[config.mk]
export PLATFORM = sky130hd
export DESIGN_NAME = kamus_fetch
export DESIGN_NICKNAME = d
export VERILOG_FILES = /design/src/rtl/kamus_pkg.sv /design/src/rtl/kamus_next_pc.sv /design/src/rtl/kamus_fetch.sv
export SDC_FILE = /design/constraint.sdc
export NUM_CORES = 1
export LEC_CHECK = 0
export CORE_UTILIZATION = 43
export CTS_CLUSTER_SIZE = 25
export DETAILED_ROUTE_END_ITERATION = 7
export GPL_TIMING_DRIVEN = 0
export PLACE_DENSITY = 0.69
export SYNTH_ARGS = -nofsm -noshare
export SYNTH_HDL_FRONTEND = slang
export SYNTH_HIERARCHICAL = 1
export SYNTH_SLANG_ARGS = --single-unit
[constraint.sdc]
create_clock -name clk_i -period 2.7 [get_ports clk_i]
set_clock_uncertainty 0.15 [all_clocks]
set_input_delay 0.54 -clock clk_i [delete_from_list [all_inputs] [get_ports clk_i]]
set_output_delay 0.54 -clock clk_i [all_outputs]
set_load 0.005 [all_outputs]
[src/rtl/kamus_pkg.sv]
// Shared types and constants for the kamus-v front end.
package kamus_pkg;

  localparam int unsigned XLEN = 32;

  // Control-unit decision on how the next PC is formed.
  typedef enum logic [1:0] {
    PC4_ST = 2'd0,
    B_ST   = 2'd1,
    J_ST   = 2'd2
  } instr_addr_state_t;

  typedef enum logic [1:0] {
    IDLE = 2'd0,
    REQ  = 2'd1,
    WAIT = 2'd2,
    FULL = 2'd3
  } fetch_state_t;

  localparam logic [XLEN-1:0] NOP_INSTR = 32'h0000_0013;

endpackage

[src/rtl/kamus_next_pc.sv]
// Redirect decision and word-aligned target for resolved jumps/branches.
module kamus_next_pc
  import kamus_pkg::*;
(
  input  logic              redirect_valid,
  input  instr_addr_state_t instr_addr_state,
  input  logic              branch_taken,
  input  logic [XLEN-1:0]   target_addr,
  output logic              take_c,
  output logic [XLEN-1:0]   target_c
);

  always_comb begin
    take_c   = 1'b0;
    target_c = target_addr & ~XLEN'(32'h3);
    if (redirect_valid) begin
      take_c = (instr_addr_state == J_ST) ||
               ((instr_addr_state == B_ST) && branch_taken);
    end
  end

endmodule

[src/rtl/kamus_fetch.sv]
// Instruction fetch: PC owner, single-outstanding L1I requester, one-entry decode buffer.
module kamus_fetch
  import kamus_pkg::*;
#(
  parameter logic [31:0] RESET_PC = 32'h0000_0000
) (
  input  logic              clk_i,
  input  logic              rst_ni,
  input  logic              redirect_valid_i,
  input  instr_addr_state_t instr_addr_state_i,
  input  logic              branch_taken_i,
  input  logic [XLEN-1:0]   target_addr_i,
  output logic              l1i_req_o,
  output logic [XLEN-1:0]   l1i_addr_o,
  input  logic              l1i_gnt_i,
  input  logic              l1i_rvalid_i,
  input  logic [XLEN-1:0]   l1i_rdata_i,
  output logic              instr_valid_o,
  output logic [XLEN-1:0]   instr_o,
  output logic [XLEN-1:0]   instr_pc_o,
  input  logic              instr_ready_i
);

  fetch_state_t    state, state_n;
  logic [XLEN-1:0] pc, pc_n, pending_pc, pending_pc_n;
  logic            pend, pend_n, kill, kill_n;
  logic            req, req_n, valid, valid_n;
  logic [XLEN-1:0] addr, addr_n, instr, instr_n, ipc, ipc_n;
  logic            take_c;
  logic [XLEN-1:0] target_c;

  kamus_next_pc u_next_pc (
    .redirect_valid   (redirect_valid_i),
    .instr_addr_state (instr_addr_state_i),
    .branch_taken     (branch_taken_i),
    .target_addr      (target_addr_i),
    .take_c           (take_c),
    .target_c         (target_c)
  );

  always_ff @(posedge clk_i or negedge rst_ni) begin
    if (!rst_ni) begin
      state      <= IDLE;
      pc         <= RESET_PC;
      pending_pc <= RESET_PC;
      pend       <= 1'b0;
      kill       <= 1'b0;
      req        <= 1'b0;
      addr       <= RESET_PC;
      valid      <= 1'b0;
      instr      <= NOP_INSTR;
      ipc        <= RESET_PC;
    end else begin
      state      <= state_n;
      pc         <= pc_n;
      pending_pc <= pending_pc_n;
      pend       <= pend_n;
      kill       <= kill_n;
      req        <= req_n;
      addr       <= addr_n;
      valid      <= valid_n;
      instr      <= instr_n;
      ipc        <= ipc_n;
    end
  end

  // Next-state, PC and registered-output logic.
  always_comb begin
    state_n      = state;
    pc_n         = pc;
    pending_pc_n = pending_pc;
    pend_n       = pend;
    kill_n       = kill;
    req_n        = req;
    addr_n       = addr;
    valid_n      = valid;
    instr_n      = instr;
    ipc_n        = ipc;
    unique case (state)
      IDLE: begin
        if (take_c) pc_n = target_c;
        state_n = REQ;
        req_n   = 1'b1;
        addr_n  = pc_n;
      end
      REQ: begin
        // Address must hold until grant; a redirect here kills the granted fetch.
        if (l1i_gnt_i) begin
          state_n = WAIT;
          req_n   = 1'b0;
          if (take_c) begin
            kill_n = 1'b1;
            pc_n   = target_c;
            pend_n = 1'b0;
          end else if (pend) begin
            kill_n = 1'b1;
            pc_n   = pending_pc;
            pend_n = 1'b0;
          end
        end else if (take_c) begin
          pending_pc_n = target_c;
          pend_n       = 1'b1;
        end
      end
      WAIT: begin
        if (l1i_rvalid_i) begin
          if (kill || take_c) begin
            if (take_c) pc_n = target_c;
            kill_n  = 1'b0;
            state_n = REQ;
            req_n   = 1'b1;
            addr_n  = pc_n;
          end else begin
            instr_n = l1i_rdata_i;
            ipc_n   = pc;
            valid_n = 1'b1;
            pc_n    = pc + XLEN'(4);
            state_n = FULL;
          end
        end else if (take_c) begin
          pc_n   = target_c;
          kill_n = 1'b1;
        end
      end
      FULL: begin
        if (take_c || instr_ready_i) begin
          if (take_c) pc_n = target_c;
          valid_n = 1'b0;
          state_n = REQ;
          req_n   = 1'b1;
          addr_n  = pc_n;
        end
      end
      default: state_n = IDLE;
    endcase
  end

  assign l1i_req_o     = req;
  assign l1i_addr_o    = addr;
  assign instr_valid_o = valid;
  assign instr_o       = instr;
  assign instr_pc_o    = ipc;

endmodule

==> metrics, run 1 <==
sw power 5.22 mW; Mean Syn Cell Area 9.15 µm²; Crit path arrival time 2790 ps; DR WL met2 13300 µm; DP HPWL 19300 µm; number of synthesis warnings 6; crit share post-route 0.972; first-pass iteration count of the detailed router 6; CTS tree done; Worst Setup Start Kind input pin; Initial Util 0.439; Wirelength per Cell 20.5 µm; clock buffer count from CTS 17; Area Growth Syn to Fin 29.9%; worst-skew pair later-pin latency 440 ps; Crit. End Element flop; Int Pwr 8.05 mW; Reg power frac 0.333; WL final 28300 µm; die area 0.0205 mm²; most used flip-flop cell after synthesis dfrtp_1; Synth area leaders dfrtp_1 48%, nand2_1 9.9%, mux2_2 5.0%; core area 0.0195 mm²; Worst-path clk slew 60 ps; most frequent cell after synthesis nand2_1; critical setup path kind in -> reg; Period minus WS final 2620 ps; Site Rows 51; logic gate share of total power 0.481; Post-synth EDFFs 0; max-cap violations 0; maximum operating frequency 381 MHz; initial DRC count 757; Rel. slew slack 0.384; met3 WL 2040 µm; Clk pwr share 0.186; Antenna Cells 0; DRC 0; Final Hold Vio Count 0; area leader, netlist dfrtp_1; Post-Syn Instances 937; count of input and output buffers 138; GPL Wtd Cong 0.979; die height 143 µm; Sink Count 166; Top-Level Pins 171; Overflow after GRT 0; outcome finished, final reports clean; ys async rst share 1.00; root buf cell clkbuf_16; Max Slew Vio Count 0; Crit Path Max Fanout 10; Sw Share 0.393; initial antenna violation count 0; Cell Pwr Density 1190 mW/mm²; synth cell count leaders 227 x nand2_1, 163 x dfrtp_1, 58 x nor2_1; sum of negative setup slack 0 ps; via count 7874; area of the mapped netlist 0.00857 mm²; share of post-route cells with drive strength above 1 0.167; CTS HTree Levels 4; largest net degree at the start of global routing 104; vias in the first global route 7522; fin nets 1176; end-of-flow core utilization 0.570; #FFs+latches synth 166; die width 143 µm; measured slew at the worst slew-check pin 921 ps; vias per cell 5.72; Req. time, crit path 2870 ps; first-pass GRT wire length 43000 µm; register area share after synthesis 0.485; Max clock buf depth 2; Top Metal Used met4; Final ANT Viol Nets 0; Setup violations, final 0; Hold Crit Class in -> reg; leakage 4.94 nW; post-synth top area share 0.476; M1 wire length 11800 µm; RSZ-0062 raised after global routing false; gr usage total 0.283; post-synthesis cell type count 71; worst vdd ir 0.000552 V
routing by layer:
metal / global-route usage / vias up
met5: 0 / -
li1: - / 3569
met1: 0.378 / 3820
met4: 0.131 / 0
met3: 0.0419 / 81
met2: 0.451 / 404
path summary, 6_finish.rpt:
check / cells after the start / from / end / slack (ps)
worst max-delay path: 11 / branch_taken_i / pc[26] / 80
worst min register to register: 2 / instr_o[4] / instr_o[4] / 310
min in group asynchronous: 2 / rst_ni / l1i_addr_o[4] / 490
worst min-delay path: 2 / target_addr_i[13] / pending_pc[13] / 200
worst max register to register: 8 / state[1] / kill / 90
max in group asynchronous: 3 / rst_ni / instr_pc_o[24] / 1010
cell usage in the layout (no fill, tap or decap), drive strengths merged, types with 5 or more instances in the layout:
master / n
inv: 21
o22a: 7
a22oi: 16
a41o: 5
a21boi: 8
a22o: 8
o22ai: 7
clkbuf: 67
nand4: 11
nor4: 8
o221ai: 5
buf: 62
dfrtp: 163
nand3: 7
o21ai: 47
mux2i: 17
ha: 5
a21oi: 47
mux2: 38
a221oi: 10
nor3: 17
a32oi: 10
nand2b: 6
a31oi: 14
clkdlybuf4s50: 134
nor2: 58
nand2: 228
state kept, by name, indices dropped and copies added, names as in the netlist:
name	cells
pending_pc	32
instr_o	32
instr_valid_o	1
l1i_req_o	1
pc	32
pend	1
kill	1
state	2
instr_pc_o	32
l1i_addr_o	32
per-stage QoR:
stage                     area [µm²]  total power, mW  hold slack (ps)  setup slack [ps]  instances
after detailed placement       10300             10.5              299              -979       1342
final                          11100             13.3              196              76.4       1376
after floorplan                 8580             7.63             94.4               174        938
after CTS                      11000             13.0              196              29.8       1373
after global placement         10300             10.4              297             -6190       1341
after global routing           11100             14.0              196             0.168       1376
critical path: stages:
cell,delay (ps)
clkdlybuf4s50_1,400
nand4b_1,110
nand2_2,80
buf_6,140
or3b_4,420
a21o_1,190
buf_6,150
buf_12,150
a221oi_4,260
nor3_2,70
a221o_1,270
cell type report:
| type | instances | area [µm²] |
|---|---|---|
| fill | 1796 | 8390 |
| clock buffer | 21 | 460 |
| multi-input combinational | 648 | 3910 |
| clock inverter | 11 | 124 |
| inverter | 19 | 71.3 |
| timing repair buffer | 146 | 1470 |
| buffer | 100 | 608 |
| tap | 265 | 332 |
| sequential | 166 | 4160 |
power groups by stage:
stage	Sequential, mW	Clock [mW]	Combinational, mW
floorplan	4.31	0	3.32
global placement	4.40	0	5.97
detailed placement	4.41	0	6.04
CTS	4.39	2.49	6.17
global route	4.55	2.58	6.89
finish	4.42	2.47	6.38
what timing repair did:
action / in CTS / in global routing
hold endpoints to repair: 62 / 0
gates resized for setup: 34 / 40
cloned: 0 / 1
setup endpoints to repair: 149 / 105
setup buffers: 2 / 3
hold buffers: 1 / 0
pin swaps: 1 / 7
cells by family (layout without fill, tap and decap cells):
family | Yosys count | count (layout) | synth area share
AO/OA/AOI/OAI | 217 | 217 | 0.171
XOR/XNOR | 4 | 4 | 0.00409
adder cells (fa/ha/maj) | 5 | 5 | 0.00730
buffers and inverters | 124 | 297 | 0.0738
flip-flops | 166 | 166 | 0.485
multiplexers | 55 | 55 | 0.0698
other | 1 | 2 | 0.000437
AND/OR/NAND/NOR | 365 | 365 | 0.189
(Power assumes the default switching activity.)
==> inputs of run 2 (changes only) <==
--- a/config.mk
+++ b/config.mk
@@ -9,6 +9,7 @@
 export CTS_CLUSTER_SIZE = 25
 export DETAILED_ROUTE_END_ITERATION = 7
 export GPL_TIMING_DRIVEN = 0
+export MAX_ROUTING_LAYER = met4
 export PLACE_DENSITY = 0.69
 export SYNTH_ARGS = -nofsm -noshare
 export SYNTH_HDL_FRONTEND = slang
==> run 2 against run 1 <==
Effect of this change: combinational power about the same; largest cell class unchanged; critical endpoint is now kill; die area unchanged; global-route usage increased by 1.2 points; first-iteration DRC count decreased by 5.8%; sequential share of layout area about the same; count of clock-buffer cells in the layout decreased by 2; final area about the same; non-clock buffer count increased by 1.
==> metrics, run 2 (synthesis gave the netlist of run 1 again) <==
hold path depth 2; hold endpoint pending_pc[14]; logic gate share of total power 0.481; die area 0.0205 mm²; overall power 13.3 mW; crit share post-route 0.976; leakage 4.97 nW; Antenna Cells 0; root buf cell clkbuf_16; Finished Layout Cells 1377; share of post-route cells with drive strength above 1 0.171; DP Area 0.0103 mm²; Crit Path Max Fanout 10; die width 143 µm; gr usage total 0.295; Wirelength per Cell 20.7 µm; hold_sp target_addr_i[14]; critical setup path kind in -> reg; vias in the first global route 7461; first-pass iteration count of the detailed router 5; Cell Pwr Density 1190 mW/mm²; Reg-to-Reg End pc[12]; Clk pwr share 0.187; Site Rows 51; worst vdd ir 0.000611 V; Max Slew Vio Count 0; Hold Crit Class in -> reg; Worst Setup Start Kind input pin; most common cell after layout, fill and taps aside nand2_1; Final Hold Vio Count 0; Filler cells 1807; DP HPWL 19900 µm; outcome finished, final reports clean; Req. time, crit path 2910 ps; CTS HTree Levels 4; Sink Count 166; maximum operating frequency 379 MHz; clock buffer count from CTS 17; worst-skew pair later-pin latency 440 ps; Final ANT Viol Nets 0; Area Growth Syn to Fin 30.0%; GPL Wtd Cong 0.978; WL final 28500 µm; sw power 5.27 mW; Overflow after GRT 0; reg2reg start state[0]; vias per cell 5.74; dpl cells 1342; Place WS -1130 ps; setup slack after layout 64.7 ps; Period minus WS final 2640 ps; Setup violations, final 0; largest net degree at the start of global routing 95; max-cap violations 0; Crit. End Element flop; Sw Share 0.396; Register-to-Register Path Depth 7; measured slew at the worst slew-check pin 799 ps; Max clock buf depth 2; initial DRC count 713; Rel. slew slack 0.467; CTS tree done; RSZ-0062 raised after global routing false; Crit path arrival time 2850 ps; Int Pwr 8.04 mW; Top-Level Pins 171; fin nets 1177; Reg power frac 0.332; first-pass GRT wire length 43500 µm; DRC 0; initial antenna violation count 0; commonest cells after routing, fill and taps aside 226 x nand2_1, 162 x dfrtp_1, 134 x clkdlybuf4s50_1; count of input and output buffers 138; Initial Util 0.439; Final Cell Area 0.0111 mm²; Worst-path clk slew 70 ps; via count 7909; sum of negative setup slack 0 ps; Reg2Reg Setup Slack 70 ps; die height 143 µm; core area 0.0195 mm²
## run 2: critical path, stage by stage
cell             delay [ps]
clkdlybuf4s50_1         450
nand4b_1                100
nand2_2                 100
buf_6                   120
clkbuf_4                230
buf_2                   320
clkbuf_4                330
a21oi_1                  70
nor3_1                  380
nand2_1                 100
o21ai_0                  90
## run 2: what timing repair did
item	4_1_cts	5_1_grt
gates cloned	0	1
setup buffers	4	2
pin swaps	1	4
hold buffers	1	0
resized for setup	40	43
endpoints found under the setup margin	151	70
hold endpoints to repair	72	0
## run 2: worst max path at each step
stage | start | end | cells after the start
final | branch_taken_i | kill | 11
after global routing | pc[3] | pc[26] | 7
after CTS | state[0] | pc[28] | 9
after detailed placement | instr_addr_state_i[1] | instr_pc_o[0] | 11
after global placement | rst_ni | instr_o[6] | 1
after floorplan | instr_addr_state_i[1] | pc[26] | 11
## run 2: power groups by stage
stage	clock network [mW]	registers (mW)	logic (mW)
5_1_grt	2.61	4.55	6.93
6_report	2.48	4.42	6.41
2_1_floorplan	0	4.31	3.32
4_1_cts	2.50	4.40	6.31
3_5_place_dp	0	4.42	6.11
3_3_place_gp	0	4.40	6.02
## run 2: area by class of cell
cell class                 instances  area (µm²)  share of cell area
buffer                           100         618              0.0554
clock inverter                    13         149              0.0134
inverter                          19        71.3             0.00640
timing repair buffer             147        1480               0.133
sequential                       166        4160               0.373
multi-input combinational        648        3890               0.349
clock buffer                      19         443              0.0397
tap                              265         332              0.0297
## run 2: stage by stage
| step | utilization | hold slack [ps] |
|---|---|---|
| 2_1_floorplan | - | 94.4 |
| 3_3_place_gp | 0.527 | 297 |
| 3_5_place_dp | 0.529 | 301 |
| 4_1_cts | 0.565 | 190 |
| 5_1_grt | 0.571 | 192 |
| 6_report | 0.571 | 194 |
## run 2: layer usage
| metal | up-vias | wire [µm] | global-route usage | part of all wire |
|---|---|---|---|---|
| li1 | 3590 | - | - | - |
| met1 | 3916 | 11900 | 0.382 | 0.42 |
| met2 | 349 | 13800 | 0.464 | 0.48 |
| met3 | 54 | 2050 | 0.0453 | 0.072 |
| met4 | 0 | 724 | 0.114 | 0.025 |
| met5 | - | 0 | - | 0 |
